## src/rtl/memory_arbiter.sv

```systemverilog
// memory_arbiter: shares the single data memory port between the instruction
// fetch stage and the load/store stage. One access per arbitration slot, the
// memory port is driven for one cycle from latched operands, and the owner
// gets a one-cycle response pulse. Data accesses win unless a fetch has lost
// STARVE_LIMIT consecutive slots.

// Protocol checker: watches grants, strobes and response pulses for
// combinations the arbiter must never produce.
module memory_arbiter_checker (
  input logic i_Clock,
  input logic i_Reset,
  input logic i_IGrant,
  input logic i_DGrant,
  input logic i_InAccess,
  input logic i_ReadEn,
  input logic i_WriteEn,
  input logic i_IValid,
  input logic i_DValid
);

  // Sample the invariants on every active clock edge outside reset.
  always @(posedge i_Clock) begin
    if (!i_Reset) begin
      assert (!(i_IGrant && i_DGrant))
        else $error("memory_arbiter: fetch and data granted together");
      assert (!(i_InAccess && (i_IGrant || i_DGrant)))
        else $error("memory_arbiter: grant issued during ACCESS");
      assert (!(i_ReadEn && i_WriteEn))
        else $error("memory_arbiter: read and write strobes together");
      assert (!(i_IValid && i_DValid))
        else $error("memory_arbiter: two response pulses together");
    end
  end

endmodule

module memory_arbiter #(
  parameter int unsigned STARVE_LIMIT = 4
) (
  input  logic        i_Clock,
  input  logic        i_Reset,

  input  logic        i_IReq,
  input  logic [31:0] i_IAddress,
  output logic        o_IGrant,
  output logic        o_IValid,
  output logic [31:0] o_IData,
  output logic        o_IFault,

  input  logic        i_DReq,
  input  logic        i_DWrite,
  input  logic [31:0] i_DAddress,
  input  logic [31:0] i_DDataIn,
  input  logic [2:0]  i_DMode,
  output logic        o_DGrant,
  output logic        o_DValid,
  output logic [31:0] o_DData,
  output logic        o_DFault,

  output logic        o_MemReadEnable,
  output logic        o_MemWriteEnable,
  output logic [31:0] o_MemAddress,
  output logic [31:0] o_MemDataIn,
  output logic [2:0]  o_MemMode,
  input  logic [31:0] i_MemDataOut,
  input  logic        i_MemMisalignedAccess,
  input  logic        i_MemBadInstruction
);

  localparam logic [2:0] LOAD_WORD  = 3'b010;
  localparam logic [3:0] STARVE_MAX = 4'(STARVE_LIMIT);

  typedef enum logic [1:0] {
    ST_IDLE   = 2'b00,
    ST_ACCESS = 2'b01,
    ST_RESP   = 2'b10
  } state_e;

  state_e      state_q;
  logic [3:0]  starve_q;
  logic [3:0]  starve_d;
  logic        owner_i_q;     // 1: the in-flight access belongs to fetch
  logic        write_q;       // in-flight access is a store
  logic [31:0] addr_q;
  logic [31:0] wdata_q;
  logic [2:0]  mode_q;
  logic        rd_en_q;
  logic        wr_en_q;
  logic        i_valid_q;
  logic        i_fault_q;
  logic [31:0] i_data_q;
  logic        d_valid_q;
  logic        d_fault_q;
  logic [31:0] d_data_q;

  logic        arb_slot_s;
  logic        starve_hit_s;
  logic        i_grant_s;
  logic        d_grant_s;
  logic        mem_fault_s;
  logic [31:0] resp_data_s;
  logic        in_access_s;

  // Response word seen by the requester: faults and stores return zero.
  function automatic logic [31:0] resp_word(
    input logic [31:0] data,
    input logic        fault,
    input logic        is_store
  );
    logic [31:0] word;
    if (fault || is_store) begin
      word = 32'h0000_0000;
    end else begin
      word = data;
    end
    return word;
  endfunction

  // Arbitration: slots exist in IDLE and RESP; data wins unless fetch is starved.
  always_comb begin
    arb_slot_s   = 1'b0;
    starve_hit_s = 1'b0;
    i_grant_s    = 1'b0;
    d_grant_s    = 1'b0;
    if (!i_Reset && ((state_q == ST_IDLE) || (state_q == ST_RESP))) begin
      arb_slot_s = 1'b1;
    end else begin
      arb_slot_s = 1'b0;
    end
    starve_hit_s = (starve_q == STARVE_MAX);
    i_grant_s    = arb_slot_s & i_IReq & (~i_DReq | starve_hit_s);
    d_grant_s    = arb_slot_s & i_DReq & ~i_grant_s;
  end

  // Starvation counter: counts slots a requesting fetch loses, saturating.
  always_comb begin
    starve_d = starve_q;
    if (arb_slot_s) begin
      if (!i_IReq || i_grant_s) begin
        starve_d = 4'd0;
      end else if (starve_q < STARVE_MAX) begin
        starve_d = starve_q + 4'd1;
      end else begin
        starve_d = starve_q;
      end
    end else begin
      starve_d = starve_q;
    end
  end

  // Memory result qualification for the access being completed.
  always_comb begin
    mem_fault_s = i_MemMisalignedAccess | i_MemBadInstruction;
    resp_data_s = resp_word(i_MemDataOut, mem_fault_s, write_q & ~owner_i_q);
    in_access_s = (state_q == ST_ACCESS);
  end

  // Main FSM: latches the winner's operands, drives one memory cycle and
  // returns the captured result as a one-cycle pulse.
  always_ff @(posedge i_Clock or posedge i_Reset) begin
    if (i_Reset) begin
      state_q   <= ST_IDLE;
      starve_q  <= 4'd0;
      owner_i_q <= 1'b0;
      write_q   <= 1'b0;
      addr_q    <= 32'h0000_0000;
      wdata_q   <= 32'h0000_0000;
      mode_q    <= 3'b000;
      rd_en_q   <= 1'b0;
      wr_en_q   <= 1'b0;
      i_valid_q <= 1'b0;
      i_fault_q <= 1'b0;
      i_data_q  <= 32'h0000_0000;
      d_valid_q <= 1'b0;
      d_fault_q <= 1'b0;
      d_data_q  <= 32'h0000_0000;
    end else begin
      starve_q  <= starve_d;
      rd_en_q   <= 1'b0;
      wr_en_q   <= 1'b0;
      i_valid_q <= 1'b0;
      i_fault_q <= 1'b0;
      d_valid_q <= 1'b0;
      d_fault_q <= 1'b0;
      case (state_q)
        ST_IDLE, ST_RESP: begin
          if (i_grant_s) begin
            state_q   <= ST_ACCESS;
            owner_i_q <= 1'b1;
            write_q   <= 1'b0;
            addr_q    <= i_IAddress;
            mode_q    <= LOAD_WORD;
            rd_en_q   <= 1'b1;
          end else if (d_grant_s) begin
            state_q   <= ST_ACCESS;
            owner_i_q <= 1'b0;
            write_q   <= i_DWrite;
            addr_q    <= i_DAddress;
            wdata_q   <= i_DDataIn;
            mode_q    <= i_DMode;
            rd_en_q   <= ~i_DWrite;
            wr_en_q   <= i_DWrite;
          end else begin
            state_q <= ST_IDLE;
          end
        end
        ST_ACCESS: begin
          state_q <= ST_RESP;
          if (owner_i_q) begin
            i_valid_q <= 1'b1;
            i_fault_q <= mem_fault_s;
            i_data_q  <= resp_data_s;
          end else begin
            d_valid_q <= 1'b1;
            d_fault_q <= mem_fault_s;
            d_data_q  <= resp_data_s;
          end
        end
        default: begin
          state_q <= ST_IDLE;
        end
      endcase
    end
  end

  assign o_IGrant         = i_grant_s;
  assign o_DGrant         = d_grant_s;
  assign o_IValid         = i_valid_q;
  assign o_IData          = i_data_q;
  assign o_IFault         = i_fault_q;
  assign o_DValid         = d_valid_q;
  assign o_DData          = d_data_q;
  assign o_DFault         = d_fault_q;
  assign o_MemReadEnable  = rd_en_q;
  assign o_MemWriteEnable = wr_en_q;
  assign o_MemAddress     = addr_q;
  assign o_MemDataIn      = wdata_q;
  assign o_MemMode        = mode_q;

  memory_arbiter_checker u_checker (
    .i_Clock    (i_Clock),
    .i_Reset    (i_Reset),
    .i_IGrant   (i_grant_s),
    .i_DGrant   (d_grant_s),
    .i_InAccess (in_access_s),
    .i_ReadEn   (rd_en_q),
    .i_WriteEn  (wr_en_q),
    .i_IValid   (i_valid_q),
    .i_DValid   (d_valid_q)
  );

endmodule

```

## config.mk

```make
export PLATFORM = sky130hd
export DESIGN_NAME = memory_arbiter
export DESIGN_NICKNAME = d
export VERILOG_FILES = /design/src/rtl/memory_arbiter.sv
export SDC_FILE = /design/constraint.sdc
export NUM_CORES = 1
export LEC_CHECK = 0
export ABC_AREA = 1
export ABC_CLOCK_PERIOD_IN_PS = 4300
export CAP_MARGIN = 0
export CORE_MARGIN = 5
export CORE_UTILIZATION = 35
export CTS_BUF_LIST = sky130_fd_sc_hd__clkbuf_16
export CTS_CLUSTER_DIAMETER = 200
export CTS_CLUSTER_SIZE = 16
export DETAILED_ROUTE_END_ITERATION = 7
export GPL_TIMING_DRIVEN = 0
export HOLD_SLACK_MARGIN = 0.05
export PLACE_DENSITY = 0.73
export SYNTH_ARGS = -nofsm -noshare
export SYNTH_HDL_FRONTEND = slang
export SYNTH_SLANG_ARGS = --single-unit
```

## constraint.sdc

```tcl
create_clock -name i_Clock -period 4.3 [get_ports i_Clock]
set_clock_uncertainty 0.15 [all_clocks]
set_input_delay 0.86 -clock i_Clock [delete_from_list [all_inputs] [get_ports i_Clock]]
set_output_delay 0.86 -clock i_Clock [all_outputs]
set_load 0.1 [all_outputs]
```

### Word-level counts from Yosys, hierarchy flattened

Index checks and enable logic that the tools add are counted.

| operators by class | value |
|---|---|
| add/subtract/negate cells | 1 |
| multipliers | 0 |
| divide/modulo/power cells | 0 |
| magnitude comparators | 1 |
| equality and inequality tests | 3 |
| shift operators | 0 |
| multiplexer cells | 29 |
| bitwise logic cells | 11 |
| reductions and logical operators | 15 |

Operator list:

| cell | number |
|---|---|
| $mux 32 | 3 |
| $mux 1 | 21 |
| $mux 4 | 2 |
| $reduce_and 2->1 | 4 |
| $mux 3 | 2 |
| $and 1x1->1 | 5 |
| $add 4x1->4 const B | 1 |
| $eq 4x3->1 const B | 1 |
| $lt 4x3->1 const B | 1 |
| $not 1->1 | 4 |
| $pmux 2 s2 | 1 |
| $reduce_bool 2->1 | 2 |
| $logic_or 1x1->1 | 3 |
| $reduce_and 3->1 | 1 |
| $eq 2x1->1 const B | 1 |
| $eq 2x2->1 const B | 1 |
| $logic_not 1->1 | 2 |
| $logic_not 2->1 | 1 |
| $or 1x1->1 | 2 |
| $reduce_or 2->1 | 1 |
| $logic_and 1x1->1 | 1 |

| storage, ports and cells | value |
|---|---|
| register bits after elaboration | 145 |
| latch bits | 0 |
| bits in writable memories | 0 |
| ROM bits | 0 |
| bits of input ports | 138 |
| output and inout bits | 139 |
| word-level logic and storage cells | 75 |
| memories kept | 0 |

### Depth between registers and ports, before layout

| logic depth | value |
|---|---|
| depth after elaboration | 11 |
| depth in mapped cells | 10 |
| depth with buffers taken out | 9 |

### Worst setup path after synthesis

OpenSTA, ideal clock, no wires.

| timing | value |
|---|---|
| path kind | input -> output |
| start | in i_Reset |
| end | out o_IGrant |
| data arrival time | 3,722 ps |
| data required time | 3,290 ps |
| slack | -432 ps |
| stages | 6 |
| path buffers | 1 |
| cells stage by stage | inv_2 -> nand2_2 -> nor2_2 -> nand2_4 -> buf_6 -> inv_1 |

| between the ends | value |
|---|---|
| longest elaborated chain between the ends | 5 |

Ends and longest elaborated chain:

| item | line | text |
|---|---|---|
| from (decl) | 41 | `input logic i_Reset,` |
| $logic_not 1->1 | - |  |
| $logic_and 1x1->1 | 125 | `if (!i_Reset && ((state_q == ST_IDLE) \|\| (state_q == ST_RESP))) begin` |
| $mux 1 | 125 |  |
| $and 1x1->1 (2 in series) | 131 | `i_grant_s = arb_slot_s & i_IReq & (~i_DReq \| starve_hit_s);` |
| to (decl) | 45 | `output logic o_IGrant,` |

Every way passes these cells.

### Worst setup path in the final report

| timing | value |
|---|---|
| start | in i_Reset |
| end | out o_DGrant |

| between the ends | value |
|---|---|
| longest elaborated chain between the ends | 7 |
| elaborated cells between the ends (all ways) | 8 |
| classes of those cells | 1 x mux; 5 x bitwise; 2 x reduce/logical |

Ends and longest elaborated chain:

| item | line | text |
|---|---|---|
| $logic_not 1->1 * | - |  |
| $logic_and 1x1->1 * | 125 |  |
| $mux 1 * | 125 |  |
| $and 1x1->1 (2 in series) | 131 |  |
| $not 1->1 (no line) | - |  |
| $and 1x1->1 * | 132 | `d_grant_s = arb_slot_s & i_DReq & ~i_grant_s;` |
| to (decl) | 55 | `output logic o_DGrant,` |

Every way passes the cells marked *; elsewhere a longest branch is shown, timed or not.

==> impl_metrics.ini <==
[outcome]
status = completed

[critical_path]
critPathLaunchType = input port
endpoint_arrival_time_on_the_critical_path_ps = 3040
maximum_net_fanout_on_the_critical_path = 66
path_depth_of_the_worst_reg2reg_path = 10
regToRegEndpoint = o_MemAddress[10]
end_kind = output pin
critical_path.reg2reg.startpoint = starve_q[0]
path_class = in2out
worst-r2r-setup-slack_ps = 2510
worst-endpoint-required_ps = 3290

[logic_synthesis]
synthesis_stage_register_bit_count = 145
synth_area_leaders = dfrtp_1 60%, nand2_1 19%, o21ai_0 3.2%, o211ai_1 3.1%, inv_1 2.6%
synth.lib_cells_used.distinct = 25
postSynth.topFlopCell = dfrtp_1
synth.cells.most_frequent = 303 x nand2_1, 145 x dfrtp_1, 41 x inv_1
yosys.cell_count.top_type = nand2_1
postSynthNetCount = 801
synthesis.area_per_instance_sq_um = 9.088
synth_largest_area_cell = dfrtp_1
syn_inst = 661
synth-edff-count = 0
yosysTopAreaCellShare = 0.6040
netlist_area_sq_um = 6007
synthArstFlopShare = 1.000
synth-warning-count = 0
seq_area_frac_synth = 0.6040

[power_and_ir_drop]
seq_power_share = 0.281
switching_share = 0.4796
power.share.clock = 0.245
switchingPower_uw = 3013
ir_drop_worst_case_vdd_mv = 0.3380
total_leakage_power_uw = 0.004644
power.density_cell_area_nw_per_um2 = 644.6
internal_power_uw = 3269
comb_power_share = 0.473

[drt]
detail_route.wl_per_cell_microns = 15.28
met3RoutedLength_microns = 1783
detail_route.wirelength_microns = 18280
drt_drc_violations_left = 0
detail_route.vias_per_cell = 4.579
drtIter0Drc = 222
postRouteAntennaNets = 0
iteration_count_of_the_initial_detailed_routing_pass = 4
highest_layer = met4
met2_length_microns = 8486
vias = 5477
met1_length_microns = 7481

[sta]
worst_pin_slew_ps = 1037
setup_viol = 0
timing.max_slew.rel_slack = 0.3068
final-hold-violation-count = 0
achievable_freq_ghz = 0.2471
finalMaxSlewViolations = 0
share_of_the_clock_period_used_by_the_worst_path_after_layout = 0.9413
fin_crit_ps = 4048
rsz0062_at_grt = false

[cts]
clockRootBuffer = clkbuf_16
cts_sinks = 145
cts-buffers-inserted = 17
cts_buffer_depth = 2
postCtsSetupRepairBufs = 0
cts_tree = yes
clk_pin_slew_worst_paths_ps = 50
htree_depth = 4
clk_latency_ps = 410

[floorplanning]
fp.dieH_microns = 141.0
design.die.area_sq_um = 19880
ports = 277
floorplan.rows = 48
start_util = 0.3522
fp.coreArea_sq_um = 17060
width_of_the_die_microns = 141.0

[global_routing]
grt_pass1_vias = 5466
antenna_found_initial = 0
grt_use_total = 0.1838
grt_overflow_total = 0
global_route_wire_length_before_repair_microns = 28750
grt_max_degree = 83

[cells_and_area]
fin_util = 0.5714
areaGrowthSynthToFinish_pct = 62.24
postLayoutCellArea_sq_um = 9746
final_net_count = 1098
insertedDiodeCount = 0
final_layout_size_suffix_gt1_frac = 0.09578

[hold_path]
min_path_cells = 1
holdCritStartpoint = state_q[1]
worstHoldEndpoint = state_q[1]
worst_min_delay_path_class = reg2reg

[job]
maxCapViolCount = 0

[placement]
gpl.final_weighted_congestion = 0.8034
io_buffer_count = 276
placement.cell_area_sq_um = 9084
dp_hpwl_microns = 13540
state kept, by name, indices dropped and copies added (netlist names):
name / count
o_IValid: 1
o_IData: 32
state_q: 2
owner_i_q: 1
o_IFault: 1
o_DData: 32
write_q: 1
o_MemDataIn: 32
o_MemReadEnable: 1
o_MemWriteEnable: 1
o_MemMode: 3
starve_q: 4
o_DFault: 1
o_DValid: 1
o_MemAddress: 32
stage by stage:
stage	cells	hold WS (ps)	total power (uW)	setup slack, ps	setup TNS [ps]
6_report	1196	298.8	6282	252.4	0
5_1_grt	1196	323.6	6520	26.56	0
4_1_cts	1195	303.2	6342	42.31	0
3_5_place_dp	1163	292.9	4768	-1020	-1837
3_3_place_gp	1162	292.5	4745	-1568	-2931
2_1_floorplan	661	275.4	3959	264.3	0
power by group through the flow:
stage	clock (uW)	combinational, uW	sequential [uW]
CTS	1580	2990	1770
global route	1640	3080	1800
floorplan	0	352	3610
finish	1540	2970	1770
detailed placement	0	2990	1780
global placement	0	2970	1780
layout by cell type, fill, tap and decap left out:
cell / n
clkbuf_16: 18
clkinv_1: 1
buf_2: 17
clkinvlp_4: 1
nand4_1: 3
nand2_4: 3
buf_6: 9
clkinv_4: 5
inv_2: 7
nand2_1: 303
o211ai_2: 7
clkinv_2: 3
o211ai_1: 25
a21oi_2: 1
nor2_4: 1
nor2_2: 3
a21oi_1: 3
buf_4: 8
nand3_1: 3
o21ai_1: 28
nand2_2: 3
bufinv_16: 5
o21ai_0: 39
xor2_1: 1
nor2_1: 4
buf_16: 1
inv_1: 42
clkbuf_1: 4
clkdlybuf4s50_1: 274
inv_4: 1
ha_1: 2
dfrtp_1: 145
or2_1: 1
worst max path at each step:
stage	startpoint	end	slack, ps	cells past startpoint
after floorplan	i_Reset	o_IGrant	260	6
final	i_Reset	o_DGrant	250	11
after CTS	i_Reset	o_DGrant	40	11
after global placement	i_Reset	o_DGrant	-1570	10
after detailed placement	i_Reset	o_DGrant	-1020	11
after global routing	i_Reset	o_DGrant	30	11
cells by family (layout without fill, tap and decap cells):
family / count (synthesis) / in the layout / share of synthesized area
simple gates: 324 / 324 / 0.2122
xor+xnor: 1 / 1 / 0.001458
flops: 145 / 145 / 0.6040
buf+inv: 86 / 396 / 0.07249
compound gates: 103 / 103 / 0.1056
fa+ha+maj: 2 / 2 / 0.004165
per-layer routing:
layer	vias to the layer above	global-route usage
li1	2677	-
met1	2551	0.2279
met2	215	0.2893
met3	34	0.07157
met4	0	0.07343
met5	-	0
critical path: stages:
cell             delay (ps)
clkdlybuf4s50_1         440
bufinv_16               400
buf_16                  280
nand2_2                 100
inv_2                   120
nand2_2                 110
inv_2                   120
nand2_4                 100
inv_4                   100
buf_6                   150
buf_6                   230
repair_timing:
action	CTS	global route
hold buffers	0	0
resized for setup	16	0
setup endpoints to repair	2	2
cloned	0	1
layout make-up:
cell class / count / area, sq um
plain buffers: 36 / 245.2
clock buffers: 17 / 425.4
clock inverters: 15 / 193.9
fillers: 1526 / 7311
inverters: 50 / 216.5
multi-input cells: 430 / 1943
flip-flops and latches: 145 / 3628
well taps: 225 / 281.5
repair buffers: 278 / 2811
Note: power is estimated with default switching activity, not from simulation.
